## config.mk

```make
export PLATFORM = sky130hd
export DESIGN_NAME = execute_md
export DESIGN_NICKNAME = d
export VERILOG_FILES = /design/src/rtl/execute_md.sv
export SDC_FILE = /design/constraint.sdc
export NUM_CORES = 2
export LEC_CHECK = 0
export BUFFER_PORTS_ARGS = -buffer_cell sky130_fd_sc_hd__buf_4
export CAP_MARGIN = 30
export CORE_ASPECT_RATIO = 1.5
export CORE_UTILIZATION = 45
export DETAILED_ROUTE_END_ITERATION = 8
export PLACE_DENSITY = 0.73
export SETUP_SLACK_MARGIN = 0.4
export SYNTH_ARGS = -nofsm -noshare
export SYNTH_HDL_FRONTEND = slang
export SYNTH_SLANG_ARGS = --single-unit
export TNS_END_PERCENT = 1
```

## constraint.sdc

```tcl
create_clock -name clk -period 14.9 [get_ports clk]
set_clock_uncertainty 0.1 [all_clocks]
set_input_delay 1.49 -clock clk [delete_from_list [all_inputs] [get_ports clk]]
set_output_delay 1.49 -clock clk [all_outputs]
set_load 0.02 [all_outputs]
```

## src/rtl/execute_md.sv

```systemverilog
// Execute stage with forwarding muxes, ALU, single-cycle multiplier, iterative
// radix-2 divider, branch resolution and the EX/MEM pipeline register.
module execute_md #(
    parameter int XLEN = 32,
    parameter int SHW  = $clog2(XLEN)
) (
    input  logic            clk,
    input  logic            rst_n,
    input  logic            flushE,
    input  logic            regwriteE,
    input  logic            memrwE,
    input  logic            bselE,
    input  logic            brunE,
    input  logic            branchE,
    input  logic            jumpE,
    input  logic [2:0]      funct3E,
    input  logic [1:0]      wbselE,
    input  logic [4:0]      aluselE,
    input  logic [1:0]      forwardAE,
    input  logic [1:0]      forwardBE,
    input  logic [4:0]      rdE,
    input  logic [XLEN-1:0] rd1E,
    input  logic [XLEN-1:0] rd2E,
    input  logic [XLEN-1:0] immE,
    input  logic [XLEN-1:0] pcE,
    input  logic [XLEN-1:0] pc4E,
    input  logic [XLEN-1:0] resultW,
    output logic            regwriteM,
    output logic            memrwM,
    output logic [1:0]      wbselM,
    output logic [4:0]      rdM,
    output logic [XLEN-1:0] alu_resM,
    output logic [XLEN-1:0] data_writeM,
    output logic [XLEN-1:0] pc4M,
    output logic            pcselE,
    output logic [XLEN-1:0] pctargetE,
    output logic            stallE
);

    typedef enum logic [1:0] {IDLE, BUSY, DONE} divState_e;

    divState_e       state_q;
    logic [SHW-1:0]  cnt_q;
    logic [XLEN-1:0] quot_q, rem_q, divisor_q;
    logic            negQ_q, negR_q, isRem_q;

    logic [XLEN-1:0] srcA, srcB_pre, srcB, aluRes, divRes;
    logic [XLEN-1:0] aMag, bMag, quot_d, rem_d;
    logic [XLEN:0]   remShift, remDiff;
    logic [2*XLEN-1:0] mulA, mulB, product;
    logic            isDiv, divSigned, isRemOp, aNeg, bNeg, divZero, divOvf;
    logic            brEq, brLt, brCond;

    always_comb begin
        case (forwardAE)
            2'b00:   srcA = rd1E;
            2'b01:   srcA = resultW;
            2'b10:   srcA = alu_resM;
            default: srcA = '0;
        endcase
        case (forwardBE)
            2'b00:   srcB_pre = rd2E;
            2'b01:   srcB_pre = resultW;
            2'b10:   srcB_pre = alu_resM;
            default: srcB_pre = '0;
        endcase
        srcB = bselE ? immE : srcB_pre;
    end

    // Operands are sign- or zero-extended to 2*XLEN so one multiplier serves all four variants.
    always_comb begin
        mulA    = {{XLEN{((aluselE == 5'd11) || (aluselE == 5'd12)) & srcA[XLEN-1]}}, srcA};
        mulB    = {{XLEN{(aluselE == 5'd11) & srcB[XLEN-1]}}, srcB};
        product = mulA * mulB;
    end

    always_comb begin
        isDiv     = (aluselE >= 5'd14) && (aluselE <= 5'd17);
        divSigned = (aluselE == 5'd14) || (aluselE == 5'd16);
        isRemOp   = (aluselE == 5'd16) || (aluselE == 5'd17);
        aNeg      = divSigned & srcA[XLEN-1];
        bNeg      = divSigned & srcB[XLEN-1];
        aMag      = aNeg ? -srcA : srcA;
        bMag      = bNeg ? -srcB : srcB;
        divZero   = (srcB == '0);
        divOvf    = divSigned && (srcA == {1'b1, {(XLEN-1){1'b0}}}) && (srcB == '1);

        remShift  = {rem_q, quot_q[XLEN-1]};
        remDiff   = remShift - {1'b0, divisor_q};
        if (!remDiff[XLEN]) begin
            rem_d  = remDiff[XLEN-1:0];
            quot_d = {quot_q[XLEN-2:0], 1'b1};
        end else begin
            rem_d  = remShift[XLEN-1:0];
            quot_d = {quot_q[XLEN-2:0], 1'b0};
        end

        if (isRem_q) divRes = negR_q ? -rem_q : rem_q;
        else         divRes = negQ_q ? -quot_q : quot_q;
    end

    assign stallE = ~flushE & (((state_q == IDLE) & isDiv) | (state_q == BUSY));

    always_comb begin
        aluRes = '0;
        case (aluselE)
            5'd0:    aluRes = srcA + srcB;
            5'd1:    aluRes = srcA - srcB;
            5'd2:    aluRes = srcA & srcB;
            5'd3:    aluRes = srcA | srcB;
            5'd4:    aluRes = srcA ^ srcB;
            5'd5:    aluRes = srcA << srcB[SHW-1:0];
            5'd6:    aluRes = srcA >> srcB[SHW-1:0];
            5'd7:    aluRes = $signed(srcA) >>> srcB[SHW-1:0];
            5'd8:    aluRes = {{(XLEN-1){1'b0}}, ($signed(srcA) < $signed(srcB))};
            5'd9:    aluRes = {{(XLEN-1){1'b0}}, (srcA < srcB)};
            5'd10:   aluRes = product[XLEN-1:0];
            5'd11, 5'd12, 5'd13: aluRes = product[2*XLEN-1:XLEN];
            5'd14, 5'd15, 5'd16, 5'd17: aluRes = divRes;
            default: aluRes = '0;
        endcase
    end

    // Special cases load the final answer directly and skip the iteration loop.
    always_ff @(posedge clk or negedge rst_n) begin
        if (!rst_n) begin
            state_q   <= IDLE;
            cnt_q     <= '0;
            quot_q    <= '0;
            rem_q     <= '0;
            divisor_q <= '0;
            negQ_q    <= 1'b0;
            negR_q    <= 1'b0;
            isRem_q   <= 1'b0;
        end else if (flushE) begin
            state_q <= IDLE;
        end else begin
            case (state_q)
                IDLE: if (isDiv) begin
                    isRem_q <= isRemOp;
                    if (divZero) begin
                        quot_q  <= '1;
                        rem_q   <= srcA;
                        negQ_q  <= 1'b0;
                        negR_q  <= 1'b0;
                        state_q <= DONE;
                    end else if (divOvf) begin
                        quot_q  <= srcA;
                        rem_q   <= '0;
                        negQ_q  <= 1'b0;
                        negR_q  <= 1'b0;
                        state_q <= DONE;
                    end else begin
                        quot_q    <= aMag;
                        rem_q     <= '0;
                        divisor_q <= bMag;
                        negQ_q    <= aNeg ^ bNeg;
                        negR_q    <= aNeg;
                        cnt_q     <= SHW'(XLEN - 1);
                        state_q   <= BUSY;
                    end
                end
                BUSY: begin
                    quot_q <= quot_d;
                    rem_q  <= rem_d;
                    if (cnt_q == '0) state_q <= DONE;
                    else             cnt_q   <= cnt_q - 1'b1;
                end
                DONE:    state_q <= IDLE;
                default: state_q <= IDLE;
            endcase
        end
    end

    always_ff @(posedge clk or negedge rst_n) begin
        if (!rst_n) begin
            regwriteM   <= 1'b0;
            memrwM      <= 1'b0;
            wbselM      <= '0;
            rdM         <= '0;
            alu_resM    <= '0;
            data_writeM <= '0;
            pc4M        <= '0;
        end else if (flushE || stallE) begin
            regwriteM <= 1'b0;
            memrwM    <= 1'b0;
            rdM       <= '0;
        end else begin
            regwriteM   <= regwriteE;
            memrwM      <= memrwE;
            wbselM      <= wbselE;
            rdM         <= rdE;
            alu_resM    <= aluRes;
            data_writeM <= srcB_pre;
            pc4M        <= pc4E;
        end
    end

    always_comb begin
        brEq = (srcA == srcB_pre);
        brLt = brunE ? (srcA < srcB_pre) : ($signed(srcA) < $signed(srcB_pre));
        case (funct3E)
            3'b000:         brCond = brEq;
            3'b001:         brCond = ~brEq;
            3'b100, 3'b110: brCond = brLt;
            3'b101, 3'b111: brCond = ~brLt;
            default:        brCond = 1'b0;
        endcase
    end

    assign pcselE    = ~flushE & ((branchE & brCond) | jumpE);
    assign pctargetE = pcE + immE;

endmodule

```

; Yosys cells after proc, flatten, opt, wreduce, memory -nomap -nowiden
; Cells that the tools add are included.
; Widths: inputs -> output; s select.
[word_totals]
register_bits = 211
elab_cells = 151
input_bits = 220
mem_bits_rw = 0
latch_bits = 0
out_inout_bits = 139
rom_bits = 0
memories = 0
[op_classes]
shift = 3
reduce_logical = 24
mul = 1
order_cmp = 6
bitwise = 19
addsub = 9
n_eq_ne = 36
n_div = 0
n_mux = 38
[ops]
columns = cell, count
row1 = $pmux 32 s13, 1
row2 = $mux 32, 12
row3 = $pmux 32 s3, 2
row4 = $lt 32x32->1, 4
row5 = $neg 32->32, 4
row6 = $pmux 32 s2, 2
row7 = $add 32x32->32, 2
row8 = $eq 32x32->1 const B, 2
row9 = $mul 33x33->64, 1
row10 = $eq 5x4->1 const B, 8
row11 = $sub 33x32->33, 1
row12 = $and 32x32->32, 1
row13 = $eq 32x32->1, 1
row14 = $logic_not 32->1, 1
row15 = $or 32x32->32, 1
row16 = $shl 32x5->32, 1
row17 = $shr 32x5->32, 1
row18 = $sshr 32x5->32, 1
row19 = $sub 32x32->32, 1
row20 = $xor 32x32->32, 1
row21 = $mux 5, 5
row22 = $eq 5x3->1 const B, 4
row23 = $eq 3x3->1 const B, 4
row24 = $eq 5x2->1 const B, 2
row25 = 33 further kinds, 73

; Depth between registers and ports, before layout
[logic_depth]
ltp_word = 10
ltp_mapped = 41
depth_no_buf = 34

; Worst setup path before layout
; Ideal clock, no wire load.
[synth_path]
path_kind = input to register
from = input forwardBE[0]
to = register alu_resM[30]
setup_ns = 0.126
cell_stages = 39
n_path_buf = 10
slack_ns = 3.820
t_required_ns = 14.674
t_arrival_ns = 10.854
cell_sequence = buf_6 -> buf_6 -> buf_6 -> mux2i_1 -> o221a_1 -> buf_4 -> buf_2 -> buf_1 -> clkbuf_1 -> clkbuf_1 -> buf_1 -> nor2_1 -> fa_1 -> inv_1 -> fa_1 -> inv_1 -> fa_1 -> fa_1 -> [... 3 more ...] -> inv_1 -> fa_1 -> inv_1 -> fa_1 -> inv_1 -> ha_1 -> clkbuf_1 -> nand2_1 -> nor2_1 -> nand3_1 -> or4_1 -> a2111oi_0 -> o21ai_1 -> nand2_1 -> o41a_1 -> a31oi_1 -> xnor2_1 -> a221o_1
[synth_via]
elab_chain_cells = 6
elab_cells_between_ends = 16
classes_between = 2 x add/sub / 1 x mul / 2 x eq/ne / 3 x shift / 3 x mux / 4 x bitwise / 1 x reduce/logical
[synth_lines]
columns = item, line
row1 = "start, declared", 20  ; input logic [1:0] forwardBE,
row2 = "$eq 2x2->1, or another cell as far along", 61  ; case (forwardBE)
row3 = $pmux 32 s3 (*), 61
row4 = $mux 32 (*), 67  ; srcB = bselE ? immE : srcB_pre;
row5 = $and 1x1->1, 73  ; mulB = {{XLEN{(aluselE == 5'd11) & srcB[XLEN-1]}}, srcB};
row6 = $mul 33x33->64, 74  ; product = mulA * mulB;
row7 = $pmux 32 s13 (*), 106  ; case (aluselE)
row8 = "end signal, assigned", 193  ; alu_resM <= aluRes;
row9 = "end, declared", 32  ; output logic [XLEN-1:0] alu_resM,
; Mark *: on every way between the ends. The rest lies on a longest branch, timed or not.
; A chain may end at the register's enable or synchronous reset.

; Final worst setup path
[layout_path]
from = input forwardBE[0]
to = register alu_resM[29]
; The elaborated chain is that of the path after synthesis.

==> impl_metrics.json <==
{
  "status": "complete, but fails checks",
  "violations": "slew limit",
  "cts_sinks": 211,
  "crit_fanout": 37,
  "netlist_instances": 7601,
  "synth.most_common_cell": "inv_1",
  "worst_pin_slew_ps": 1620,
  "hold_violations": 0,
  "antenna_found_initial": 29,
  "rr_startpoint": "alu_resM[7]",
  "syn_area_um2": 63100,
  "rows": 167,
  "min_path_cells": 2,
  "die-area_um2": 142000,
  "synth_top_area_cell": "fa_1",
  "dp_slack_ps": 1880,
  "final.period_utilization_pct": 85.8,
  "period_minus_slack_ps": 12790,
  "grt_pass1_vias": 63400,
  "grt_pass1_wl_um": 448000,
  "ys_async_sr_fraction_pct": 100,
  "crit_buf_inv": 7,
  "top_usage_layer": "met2",
  "cp-start-kind": "input pin",
  "postCtsSetupBuffers": 0,
  "max-cap-violations": 0,
  "cp_data_required_time_ps": 15270,
  "port_buffers": 358,
  "ys_seq_elements": 211,
  "cp.arrival_ps": 13160,
  "dp_hpwl_um": 243000,
  "syn_area_per_cell_um2": 8.30,
  "initialDrtViolationCount": 7470,
  "synth_enable_flop_cells": 0,
  "slew_headroom_pct": -8.03,
  "hp-start": "pc4M[23]",
  "max_freq_mhz": 78.2,
  "fp.dieW_um": 308,
  "initial_core_util_pct": 45.5,
  "antenna_left": 0,
  "path_clk_slew_ps": 80,
  "hold_end": "pc4M[23]",
  "cts_buffers": 21,
  "setup_viol": 0,
  "cpMostUsedCell": "fa_1",
  "fillCellCount": 13000,
  "synth-warning-count": 0,
  "critPathMaxStageDelay_ps": 910,
  "grtUsageMet3_pct": 19.0,
  "drcViolationCount": 0,
  "dp_cells": 9574,
  "overflow": 0,
  "via_count": 62200,
  "synth.distinct_cells": 101,
  "firstDrtPassIters": 8,
  "grt_use_met1_pct": 47.2,
  "cts_hold_buf": 0,
  "gr-usage-met2_pct": 67.0,
  "final_nets": 9509,
  "area_growth_syn_to_layout_pct": 10.1,
  "via_per_inst": 6.44,
  "grt_max_degree": 103,
  "synth_nets": 9359,
  "rr_worst_depth": 28,
  "layout-drive-gt1-share_pct": 9.89,
  "maxSlewViolCount": 3,
  "cts_buffer_depth": 3,
  "stdcell_count": 9653,
  "cts_tree": "built",
  "wirelength_um": 314000,
  "grt_usage_pct": 44.5,
  "r2r_slack_ps": 3300,
  "clk-insertion-delay-late_ps": 590,
  "yosys.area.top_type_share_pct": 35.8,
  "crit_family": "adder cells",
  "postCtsResizedCells": 0,
  "wl_per_cell_um": 32.5,
  "synth_flop_cell": "dfrtp_1",
  "ios": 359,
  "tns_ps": 0,
  "final_util_pct": 50.2,
  "synthTopCellsByCount": "inv_1, fa_1, nand2_1, nor2_1, ha_1",
  "rsz0062_at_grt": "false",
  "gp_congestion": 1.20,
  "core_um2": 139000,
  "r2r-end": "alu_resM[29]",
  "slowest_stage": "o21ai_1",
  "yosysSeqAreaShare_pct": 8.37,
  "synthTopCellsByArea": "fa_1, dfrtp_1, ha_1",
  "root_buffer": "clkbuf_16",
  "htreeDepth": 1,
  "die_height_um": 461,
  "hp-class": "reg2reg",
  "setup_slack_ps": 2110,
  "cp-end-kind": "register",
  "criticalPathCategory": "in2reg"
}
-- per-stage QoR --
step | hold slack, ps | instance area [um2]
after floorplan | 349 | 63100
final | 379 | 69500
after detailed placement | 364 | 68500
after global placement | 360 | 68400
after CTS | 382 | 69200
after global routing | 402 | 69400
-- layer usage --
metal  share of wire, %  routed length (um)
met3                 14               43800
met2                 43              135000
met1                 31               97800
met5              0.078                 245
met4                 12               36800
-- tightest hold or removal path: cells and delay by family, from the launching register on --
family        cells  cell delay [ps]
flops             1              340
simple gates      2              110
-- cell families after synthesis --
group           Yosys count  share of synthesized area [%]
compound gates         1368                           14.2
buf+inv                1749                           10.6
fa+ha+maj              1538                           43.9
flops                   211                           8.37
simple gates           2200                           14.8
xor+xnor                272                           3.78
mux                     263                           4.24
-- cell usage in the layout, fill, tap and decap left out, types with 39 or more instances in the layout --
master and n:
a211oi_1 57, a21o_1 86, a21oi_1 326, a31oi_1 47, buf_4 562, dfrtp_1 211
fa_1 1129, ha_1 409, inv_1 1263, mux2i_1 222, nand2_1 1093, nand2b_1 39
nand3_1 63, nand4_1 40, nor2_1 658, nor3_1 75, o211ai_1 47, o21a_1 50
o21ai_0 294, o22ai_1 46, or3_1 39, xnor2_1 205, xor2_1 63
-- area by class of cell --
cell class,instances,area [um2],share of cell area [%]
clock buffer,25,571,0.821
tap,1859,2330,3.35
multi-input combinational,5641,51800,74.5
sequential,211,5280,7.60
timing repair buffer,581,4500,6.47
antenna,30,75.1,0.108
inverter,1295,4870,7.00
clock inverter,11,100,0.144
-- registers in the layout (all words and copies together) (netlist names), 2 cells and up --
| signal | count |
|---|---|
| alu_resM | 32 |
| data_writeM | 32 |
| divisor_q | 32 |
| pc4M | 32 |
| quot_q | 32 |
| rem_q | 32 |
| cnt_q | 5 |
| rdM | 5 |
| state_q | 2 |
| wbselM | 2 |
-- how the worst max path moves through the flow --
stage | start | endpoint | slack, ps | depth (start not counted)
after floorplan | forwardBE[0] | alu_resM[30] | 3820 | 39
after global routing | forwardAE[0] | alu_resM[29] | 1960 | 32
final | forwardBE[0] | alu_resM[29] | 2110 | 30
after detailed placement | forwardAE[0] | alu_resM[14] | 1880 | 30
after CTS | forwardAE[0] | alu_resM[14] | 2440 | 30
after global placement | forwardAE[0] | alu_resM[29] | 1320 | 31
Power is not shown: default switching activity piles up to over one toggle a cycle in this logic, so the estimate is an artifact.
